==> config.mk <==
export PLATFORM = sky130hd
export DESIGN_NAME = alu_muldiv_ctrl
export DESIGN_NICKNAME = d
export VERILOG_FILES = /design/src/rtl/alu_muldiv_ctrl.sv
export SDC_FILE = /design/constraint.sdc
export NUM_CORES = 1
export LEC_CHECK = 0
export ABC_AREA = 1
export BUFFER_PORTS_ARGS = -buffer_cell sky130_fd_sc_hd__buf_4
export CAP_MARGIN = 20
export CORE_UTILIZATION = 50
export DETAILED_ROUTE_END_ITERATION = 10
export GPL_TIMING_DRIVEN = 0
export PLACE_DENSITY = 0.71
export REMOVE_ABC_BUFFERS = 1
export SYNTH_ARGS = -nofsm -noshare
export SYNTH_HDL_FRONTEND = slang
export SYNTH_SLANG_ARGS = --single-unit
==> constraint.sdc <==
create_clock -name clk -period 7.6 [get_ports clk]
set_input_delay 1.52 -clock clk [delete_from_list [all_inputs] [get_ports clk]]
set_output_delay 1.52 -clock clk [all_outputs]
set_load 0.01 [all_outputs]
==> src/rtl/alu_muldiv_ctrl.sv <==
// alu_muldiv_ctrl: RV32I ALU select decode plus a handshaked, iterative RV32M multiply/divide engine.
module alu_muldiv_ctrl #(
  parameter int XLEN = 32,
  parameter int EARLY_OUT = 1
) (
  input  logic            clk,
  input  logic            reset,
  input  logic            flush,
  input  logic [6:0]      opcode,
  input  logic [2:0]      funct3,
  input  logic [6:0]      funct7,
  input  logic [XLEN-1:0] op_a,
  input  logic [XLEN-1:0] op_b,
  input  logic            in_valid,
  output logic            in_ready,
  output logic [3:0]      alu_op,
  output logic            is_md,
  output logic            out_valid,
  input  logic            out_ready,
  output logic [XLEN-1:0] md_result
);
  localparam logic [6:0] OPC_LUI = 7'b0110111;
  localparam logic [6:0] OPC_ARI_RTYPE = 7'b0110011;
  localparam logic [6:0] OPC_ARI_ITYPE = 7'b0010011;
  localparam logic [3:0] ALU_ADD = 4'd0;
  localparam logic [3:0] ALU_SUB = 4'd1;
  localparam logic [3:0] ALU_AND = 4'd2;
  localparam logic [3:0] ALU_OR = 4'd3;
  localparam logic [3:0] ALU_XOR = 4'd4;
  localparam logic [3:0] ALU_SLT = 4'd5;
  localparam logic [3:0] ALU_SLTU = 4'd6;
  localparam logic [3:0] ALU_SLL = 4'd7;
  localparam logic [3:0] ALU_SRA = 4'd8;
  localparam logic [3:0] ALU_SRL = 4'd9;
  localparam logic [3:0] ALU_COPY_B = 4'd10;
  localparam int CW = $clog2(XLEN);
  localparam logic EO = EARLY_OUT != 0;
  typedef enum logic [1:0] {IDLE, MUL, DIV, DONE} state_t;
  state_t state, state_n;
  logic [2*XLEN-1:0] p, p_n, full;
  logic [XLEN-1:0] b_r, ma, mb, sel, fin, early_res;
  logic [XLEN:0] mul_sum, r_sh, diff;
  logic [CW-1:0] cnt;
  logic [2:0] f3_r;
  logic neg_r, sa, sb, neg, dz, ovf, early, accept, busy;

  assign is_md = (opcode == OPC_ARI_RTYPE) && (funct7 == 7'b0000001);

  always_comb begin
    alu_op = ALU_ADD;
    if (opcode == OPC_LUI) alu_op = ALU_COPY_B;
    else if ((opcode == OPC_ARI_RTYPE && !is_md) || opcode == OPC_ARI_ITYPE)
      case (funct3)
        3'd0: alu_op = (opcode == OPC_ARI_RTYPE && funct7[5]) ? ALU_SUB : ALU_ADD;
        3'd1: alu_op = ALU_SLL;
        3'd2: alu_op = ALU_SLT;
        3'd3: alu_op = ALU_SLTU;
        3'd4: alu_op = ALU_XOR;
        3'd5: alu_op = funct7[5] ? ALU_SRA : ALU_SRL;
        3'd6: alu_op = ALU_OR;
        default: alu_op = ALU_AND;
      endcase
  end

  assign busy = (state == MUL) || (state == DIV);
  assign out_valid = state == DONE;
  assign in_ready = (state == IDLE) || (state == DONE && out_ready);
  assign accept = in_valid && in_ready && is_md && !flush;

  // Operand signedness: MULHU and the unsigned divides treat both operands as unsigned, MULHSU only rs2.
  assign sa = op_a[XLEN-1] & (funct3[2] ? !funct3[0] : funct3[1:0] != 2'd3);
  assign sb = op_b[XLEN-1] & (funct3[2] ? !funct3[0] : !funct3[1]);
  assign dz = op_b == '0;
  assign ovf = funct3[2] && !funct3[0] && op_a == {1'b1, {(XLEN-1){1'b0}}} && &op_b;
  // Quotient of x/0 must stay all ones, so the sign fix-up is suppressed for a zero divisor.
  assign neg = funct3[2] ? (funct3[1] ? sa : (sa ^ sb) && !dz) : sa ^ sb;
  assign ma = sa ? -op_a : op_a;
  assign mb = sb ? -op_b : op_b;
  assign early = EO && funct3[2] && (dz || ovf);
  assign early_res = dz ? (funct3[1] ? op_a : '1) : (funct3[1] ? '0 : op_a);

  // p holds {acc, multiplier} for MUL and {remainder, dividend/quotient} for DIV.
  assign mul_sum = {1'b0, p[2*XLEN-1:XLEN]} + (p[0] ? {1'b0, b_r} : '0);
  assign r_sh = {p[2*XLEN-1:XLEN], p[XLEN-1]};
  assign diff = r_sh - {1'b0, b_r};
  assign p_n = (state == MUL) ? {mul_sum, p[XLEN-1:1]}
             : diff[XLEN] ? {r_sh[XLEN-1:0], p[XLEN-2:0], 1'b0}
             : {diff[XLEN-1:0], p[XLEN-2:0], 1'b1};
  assign full = neg_r ? -p_n : p_n;
  assign sel = f3_r[1] ? p_n[2*XLEN-1:XLEN] : p_n[XLEN-1:0];
  assign fin = f3_r[2] ? (neg_r ? -sel : sel)
             : (f3_r[1:0] == 2'd0) ? full[XLEN-1:0] : full[2*XLEN-1:XLEN];

  always_ff @(posedge clk or posedge reset)
    if (reset) state <= IDLE;
    else state <= state_n;

  always_comb begin
    state_n = state;
    if (flush) state_n = IDLE;
    else if (accept) state_n = early ? DONE : (funct3[2] ? DIV : MUL);
    else if (busy) state_n = (cnt == '0) ? DONE : state;
    else if (state == DONE && out_ready) state_n = IDLE;
  end

  always_ff @(posedge clk or posedge reset)
    if (reset) begin
      p <= '0;
      b_r <= '0;
      f3_r <= '0;
      neg_r <= 1'b0;
      cnt <= '0;
      md_result <= '0;
    end else if (flush) begin
      cnt <= '0;
      md_result <= '0;
    end else if (accept) begin
      p <= {{XLEN{1'b0}}, funct3[2] ? ma : mb};
      b_r <= funct3[2] ? mb : ma;
      f3_r <= funct3;
      neg_r <= neg;
      cnt <= CW'(XLEN - 1);
      if (early) md_result <= early_res;
    end else if (busy) begin
      p <= p_n;
      cnt <= cnt - CW'(1);
      if (cnt == '0) md_result <= fin;
    end
endmodule
== Yosys cells after proc, flatten, opt, wreduce, memory -nomap -nowiden ==
Index checks and enable logic that the tools add are counted.
Word-level totals
  memories kept: 0
  ROM bits: 0
  register bits after elaboration: 139
  RAM bits: 0
  word-level logic and storage cells: 111
  output and inout bits: 39
  input port bits: 86
  latch bits: 0
Cells by class
  eq/ne operators: 17
  bitwise gates (word level): 4
  divide/modulo/power cells: 0
  shifts and indexed selects: 0
  reductions and logical operators: 35
  mux-type cells: 41
  multipliers: 0
  $add $sub $neg: 7
  magnitude comparators: 0
Operators by type and width (count)
  $mux 32: 17
  $mux 64: 5
  $neg 32->32: 3
  $neg 64->64: 1
  $add 32x32->33: 1
  $sub 33x32->33: 1
  $eq 32x32->1 const B: 1
  $logic_not 32->1: 1
  $reduce_and 32->1: 1
  $pmux 4 s7: 1
  $mux 5: 3
  $eq 7x6->1 const B: 2
  $mux 2: 7
  $logic_and 1x1->1: 12
  $eq 3x3->1 const B: 3
  $mux 4: 2
  $eq 7x1->1 const B: 1
  $eq 7x5->1 const B: 1
  $eq 3x2->1 const B: 2
  $mux 1: 6
  $reduce_and 2->1: 3
  $reduce_bool 3->1: 2
  $logic_not 1->1: 5
  $logic_not 5->1: 1
  other kinds (16): 22

== Logic depth before layout (Yosys ltp) ==
Gate-level depths: netlist of the first run.
  word-level depth: 11
  gate-level depth with buffers: 37
  depth with buffers taken out: 37

== Worst setup path before layout of the first run ==
Ideal clock, no wire load.
  path type: input port to output port
  start: in opcode[1]
  end: out alu_op[2]
  path slack: 3562 ps
  data required time: 6080 ps
  path buffers: 0
  stages on the path: 7
  arrival time: 2518 ps
  cell sequence: nand2_1 > nor3_1 > nor3b_1 > inv_1 > nor2_1 > inv_1 > nor3_1
On the way
  word-level cells in the longest chain between the ends: 7
  elaborated cells between the ends (all ways): 9
  those cells by class: eq/ne (3); mux (2); reduce/logical (4)
Ends and longest elaborated chain
  start, declared: RTL line 9  | input logic [6:0] opcode,
  $eq 7x6->1: RTL line 47, 52
  $logic_and 1x1->1: RTL line 47  | assign is_md = (opcode == OPC_ARI_RTYPE) && (funct7 == 7'b0000001);
  $logic_not 1->1: RTL line 52  | else if ((opcode == OPC_ARI_RTYPE && !is_md) || opcode == OPC_ARI_ITYPE)
  $logic_and 1x1->1: RTL line 52
  $logic_or 1x1->1: RTL line 52
  $mux 4: RTL line 52
  $mux 4 (*): RTL line 51  | if (opcode == OPC_LUI) alu_op = ALU_COPY_B;
  end, declared: RTL line 16  | output logic [3:0] alu_op,
Mark *: on every way between the ends. The rest lies on a longest branch, timed or not.

== Worst setup path in the final report of the first run ==
  start: reg p[31]
  end: reg md_result[26]
On the way
  word-level cells in the longest chain between the ends: 11
  elaborated cells between the ends (all ways): 14
  those cells by class: add/sub (3); mux (11)
Ends and longest elaborated chain
  start, declared: RTL line 40  | logic [2*XLEN-1:0] p, p_n, full;
  start signal, assigned: RTL line 118  | p <= {{XLEN{1'b0}}, funct3[2] ? ma : mb};
  start signal, assigned: RTL line 125  | p <= p_n;
  $sub 33x32->33: RTL line 85  | assign diff = r_sh - {1'b0, b_r};
  $mux 64: RTL line 87  | : diff[XLEN] ? {r_sh[XLEN-1:0], p[XLEN-2:0], 1'b0}
  $mux 64 (*): RTL line 86  | assign p_n = (state == MUL) ? {mul_sum, p[XLEN-1:1]}
  $neg 64->64 or $mux 32 (tied branches): RTL line 89, 90
  $mux 64 or $neg 32->32 (tied branches): RTL line 89, 91
  $mux 32 (on tied branches): RTL line 92, 91
  $mux 32 (*): RTL line 91  | assign fin = f3_r[2] ? (neg_r ? -sel : sel)
  $mux 32 (*): RTL line 127  | if (cnt == '0) md_result <= fin;
  $mux 32 (*): RTL line 124  | end else if (busy) begin
  $mux 32 (*): RTL line 117  | end else if (accept) begin
  $mux 32 (*): RTL line 114  | end else if (flush) begin
  end signal, assigned: RTL line 123  | if (early) md_result <= early_res;
  end signal, assigned: RTL line 127
  end, declared: RTL line 20  | output logic [XLEN-1:0] md_result
Mark *: on every way between the ends. The rest lies on a longest branch, timed or not. The select of a mux whose other input is x is not followed.
A chain may end at the register's enable or synchronous reset.

==> metrics, run 1 <==
Post-synth EDFFs 0; worst reg-to-reg path cell count 34; Sink Count 139; Compound-Gate Fraction of Synth Area 16.9%; post-cts resize count 0; CTS clock-pin slew for the worst setup and hold paths 0.07 ns; Pre-Repair DR Iteration Count 6; CTS root buf clkbuf_16; leak pwr 11.1 nW; final hold slack 0.482 ns; FF-to-FF Start p[31]; Max-slew headroom 25.5%; antenna diode count 0; DRC violations left 0; CTS tree yes; H-tree Lvls 4; Final GP Congestion 1.03; # Post-CTS Setup Buffers 0; largest family of logic cells by synthesized area simple AND/OR/NAND/NOR gates; WP data arrival 6.98 ns; clock skew 0.0172 ns; final hold violation count 0; xor/xnor share of the synthesized area 4.79%; final setup fails 0; Worst Hold Class flip-flop to flip-flop; nets@finish 3534; vias per cell 5.94; total number of vias 22900; Clk Latency, worst-skew pair 0.45 ns; Worst Tran Pin Value 1.12 ns; crit path capture type flip-flop; Peak Freq 151 MHz; post-route ant nets 0; I/O pin total 125; Hold Path Cell Cnt 2; flops & latches, synth 139; first-pass GRT wire length 124000 um; max incr delay on CP 0.59 ns; TritonCTS Buffers 17; GRT Util Overall 42.9%; Die Area 38400 um^2; Max-Cap Viols 0; Syn-to-layout area delta 10.7%; largest net degree at the start of global routing 93; outcome finished clean; synth warn 0; simple-gate share of the synthesized area 42.2%; Avg Cell Area, Syn 5.66 um^2; share of cells above drive strength 1 9.13%; WL per Instance 21.4 um; CP dominant cell by count nand2_1; Post-DP HPWL 65500 um; worst path required time 7.94 ns; Adder-Cell Fraction of Synth Area 5.13%; vias in the first global route 21200; Max clock buf depth 2; dominant synthesized flop cell dfrtp_1; DRT Wirelength 82500 um; hold_buf cts 0; CP Max Fanout 9; core area 36800 um^2; post-placement cell count 3820; post-synthesis sequential area ratio 18.5%; pwr dens 391 nW/um^2; mux cell area share after synthesis 0%; Finished Layout Cells 3853; kind of cell adding the most delay to the critical path simple AND/OR/NAND/NOR gates; initial antenna violation count 2; WS Path Type flip-flop to flip-flop; mapped cell area 18800 um^2; IO Port Bufs 124; row cnt 70; WHS Endpoint md_result[8]; Filler cells 3788; Final min period 6.64 ns; Max IR drop VDD 0.000228 V; fin crit share 87.4%; final number of max-transition violations 0; WP buf/inv 3; Cells after Synth 3325; 1st-iter DRT viols 2761; Netlist cell types 62; DIE HEIGHT 196 um; total congestion overflow 0; hold path startpoint md_result[8]; DIE WIDTH 196 um; R2R setup slack 0.96 ns; ys async rst share 100%; RSZ-0062 raised after global routing no; RR Endpoint md_result[26]; Initial Util 51.1%; Critical-path top delay cell dfrtp_1; CP Launch Type flip-flop
## layout make-up
| class | instances | area, um^2 | share of cell area, % |
|---|---|---|---|
| tap | 468 | 586 | 2.81 |
| sequential | 139 | 3480 | 16.7 |
| timing repair buffer | 141 | 1280 | 6.13 |
| clock inverter | 14 | 183 | 0.877 |
| multi-input combinational | 2585 | 13000 | 62.5 |
| inverter | 488 | 1840 | 8.82 |
| clock buffer | 18 | 439 | 2.11 |
## Yosys cell counts, drive strengths merged, types with 14 or more instances
cell type	count	area (um^2)
nor2	316	1280
xor2	84	736
buf	39	240
nor3	42	243
dfrtp	139	3480
nand4	44	282
o21ai	237	1200
xnor2	19	166
o211ai	14	105
o22ai	24	150
inv	484	1820
ha	74	926
a22oi	16	120
a21oi	179	911
nand2	1117	4320
o221ai	25	219
nand3	297	1580
clkbuf	74	279
## where the power goes
group,internal [mW],switching (mW)
Sequential,0.972,0.269
Combinational,1.79,4.17
Clock,0.533,0.403
Total,3.29,4.85
## flip-flops by register name, summed over array words and instances, names as in the netlist
signal / cells
neg_r: 1
b_r: 32
p: 64
state: 2
cnt: 5
f3_r: 3
md_result: 32
## cell usage in the layout (no fill, tap or decap), types with 73 or more instances in the layout
| cell | count |
|---|---|
| nor2_1 | 288 |
| buf_4 | 126 |
| nand2_1 | 1071 |
| o21ai_0 | 214 |
| inv_1 | 467 |
| nand3_1 | 279 |
| dfrtp_1 | 136 |
| a21oi_1 | 177 |
| xor2_1 | 84 |
| ha_1 | 73 |
## cells by family (layout without fill, tap and decap cells)
kind of cell             after synthesis  in the layout
AO/OA/AOI/OAI                        555            555
flip-flops                           139            139
AND/OR/NAND/NOR                     1851           1851
XOR/XNOR                             103            103
buffers and inverters                601            661
adder cells (fa/ha/maj)               76             76
## metal layers
layer / share of wire [%] / global-route usage (%)
met1: 40 / 54.4
met2: 44 / 68.9
met3: 9.2 / 7.19
met4: 6.3 / 24.9
met5: 0.028 / 0
## worst register-to-register path, delay by kind of cell (launching register included)
kind                     cells  cell delay [ns]
AND/OR/NAND/NOR             27             4.15
adder cells (fa/ha/maj)      3             0.99
flip-flops                   1             0.59
buffers and inverters        3             0.41
AO/OA/AOI/OAI                1             0.37
## worst max path at each step
stage / cells after the start / to / start / slack [ns]
CTS: 13 / p[1] / opcode[3] / 1.16
global placement: 24 / md_result[26] / state[1] / -2.76
floorplan: 24 / md_result[26] / state[1] / 1.25
finish: 34 / md_result[26] / p[31] / 0.96
detailed placement: 13 / p[1] / opcode[3] / 0.74
global route: 34 / md_result[26] / p[31] / 0.60
## through the flow
stage	utilization [%]	setup TNS, ns	setup slack [ns]	area [um^2]	total power, mW
after detailed placement	54.9	0	0.740	20200	6.99
after global routing	56.6	0	0.598	20800	8.78
after global placement	53.9	-125.74	-2.76	19800	6.83
after CTS	56.6	0	1.16	20800	7.94
after floorplan	-	0	1.25	18300	5.18
final	56.6	0	0.961	20800	8.14
(Power assumes the default switching activity.)
==> inputs of run 2 (changes only) <==
--- a/config.mk
+++ b/config.mk
@@ -11,7 +11,7 @@
 export CORE_UTILIZATION = 50
 export DETAILED_ROUTE_END_ITERATION = 10
 export GPL_TIMING_DRIVEN = 0
-export PLACE_DENSITY = 0.71
+export PLACE_DENSITY = 0.79
 export REMOVE_ABC_BUFFERS = 1
 export SYNTH_ARGS = -nofsm -noshare
 export SYNTH_HDL_FRONTEND = slang
==> run 2 against run 1 <==
  * Total power shrank 1.8%
  * Combinational power is 2% lower
  * Via count shrank 0.66%
  * Critical endpoint unchanged
  * Largest power group unchanged
==> metrics, run 2 (synthesized netlist as in run 1, its figures left out) <==
Max-Cap Viols 0 (unchanged); max reg flops 64 (unchanged); Max-slew headroom 26.6% (+1.1 points); Worst Tran Pin Value 1.10 ns (-0.0167 ns); CTS clock-pin slew for the worst setup and hold paths 0.07 ns (about the same); H-tree Lvls 4 (unchanged); WP buf/inv 3 (unchanged); WP data arrival 6.78 ns (-0.20 ns); kind of cell adding the most delay to the critical path simple AND/OR/NAND/NOR gates; Peak Freq 155 MHz (+3.1%); Post-DP HPWL 60800 um (-7.2%); antenna diode count 0 (unchanged); DRC violations left 0 (unchanged); final number of max-transition violations 0 (unchanged); Initial Util 51.1% (unchanged); Max clock buf depth 2 (unchanged); nets@finish 3536 (+0.057%); Sink Count 139 (unchanged); post-route ant nets 0 (unchanged); Clk Latency, worst-skew pair 0.45 ns (about the same); CP dominant cell by count nand2_1; vias in the first global route 20900 (-1.3%); WS Path Type flip-flop to flip-flop; Worst Hold Class flip-flop to flip-flop; CTS root buf clkbuf_16; final setup fails 0 (unchanged); Final min period 6.44 ns (-0.201 ns); post-cts resize count 0 (unchanged); share of cells above drive strength 1 9.09% (-0.035 points); initial antenna violation count 0 (-2); 1st-iter DRT viols 2938 (+6.4%); Hold Path Cell Cnt 2 (unchanged); total congestion overflow 0 (unchanged); most frequent cells in the layout nand2_1, inv_1, nor2_1, nand3_1, o21ai_0; Setup Slack @ Placement 1.22 ns (+0.482 ns); Finished Core Util 56.7% (+0.088 points); first-pass GRT wire length 117000 um (-6.0%); CP Launch Type flip-flop; Critical-path top delay cell dfrtp_1; WL per Instance 19.8 um (-7.8%); hold_buf cts 0 (unchanged); Pre-Repair DR Iteration Count 6 (unchanged); multi-input logic area 13000 um^2 (unchanged); total number of vias 22700 (-0.66%); commonest non-fill, non-tap cell in the layout nand2_1; IO Port Bufs 124 (unchanged); vias per cell 5.90 (-0.71%); Biggest register p; GRT Util Overall 39.7% (-3.2 points); Pwr Total 7.99 mW (-1.8%); DRT Wirelength 76200 um (-7.7%); TritonCTS Buffers 17 (unchanged); CP Depth 34 (unchanged); row cnt 70 (unchanged); worst reg-to-reg path cell count 34 (unchanged); leak pwr 11.1 nW (+0.12%); register area 3480 um^2 (about the same); largest net degree at the start of global routing 86 (-7.5%); Final GP Congestion 1.03 (+0.22%); CP Max Fanout 9 (unchanged); Die Area 38400 um^2 (unchanged); R2R setup slack 1.16 ns (+0.20 ns); I/O pin total 125 (unchanged); pwr dens 383 nW/um^2 (-2.0%); Filler cells 3810 (+0.58%); core area 36800 um^2 (unchanged); clock skew 0.0105 ns (-0.00666 ns); DIE HEIGHT 196 um (unchanged); RSZ-0062 raised after global routing no; crit path capture type flip-flop; max incr delay on CP 0.60 ns (about the same); fin crit share 84.7% (-2.6 points); post-route setup slack 1.16 ns (+0.201 ns); CTS tree yes; Syn-to-layout area delta 10.9%; worst path required time 7.95 ns (about the same); # Post-CTS Setup Buffers 0 (unchanged); final hold violation count 0 (unchanged); biggest regs p x64, b_r x32, md_result x32; outcome finished clean; Max IR drop VDD 0.000199 V (-13%); DIE WIDTH 196 um (unchanged)
## run 2: worst paths after layout
kind / end / from
max: md_result[26] / p[31]
min: md_result[29] / md_result[29]
min in group asynchronous: cnt[2] / reset
max in group asynchronous: md_result[25] / reset
min reg2reg: md_result[29] / md_result[29]
max reg2reg: md_result[26] / p[31]
## run 2: cell type report
type | count | share of cell area [%]
Multi-Input combinational cell | 2585 | 62.4
Sequential cell | 139 | 16.7
Inverter | 488 | 8.81
Timing Repair Buffer | 143 | 6.27
Tap cell | 468 | 2.81
Clock buffer | 20 | 2.09
Clock inverter | 12 | 0.900
## run 2: power by group
group	leakage [nW]	total [mW]	internal, mW	switching [mW]
clock	0.296	0.933	0.555	0.378
combinational	9.17	5.84	1.79	4.05
sequential	1.67	1.22	0.972	0.246
## run 2: per-stage QoR
| step | cells | hold WS (ns) | area, um^2 | TNS, ns |
|---|---|---|---|---|
| finish | 3855 | 0.482 | 20900 | 0 |
| global route | 3855 | 0.509 | 20900 | 0 |
| CTS | 3853 | 0.488 | 20800 | 0 |
| detailed placement | 3821 | 0.468 | 20200 | 0 |
| global placement | 3804 | 0.468 | 19800 | -109.81 |
| floorplan | 3212 | 0.454 | 18300 | 0 |
## run 2: layer usage
metal | vias to the layer above | global-route usage, % | share of wire (%)
li1 | 10800 | - | -
met5 | - | 0 | 0
met1 | 10200 | 51.7 | 40
met3 | 283 | 6.81 | 11
met4 | 0 | 22.7 | 6.5
met2 | 1439 | 62.0 | 42
## run 2: worst register-to-register path, delay by kind of cell (launching register included)
kind	cells	cell delay, ns
compound gates	1	0.40
fa+ha+maj	3	0.96
buf+inv	3	0.38
flops	1	0.60
simple gates	27	3.98
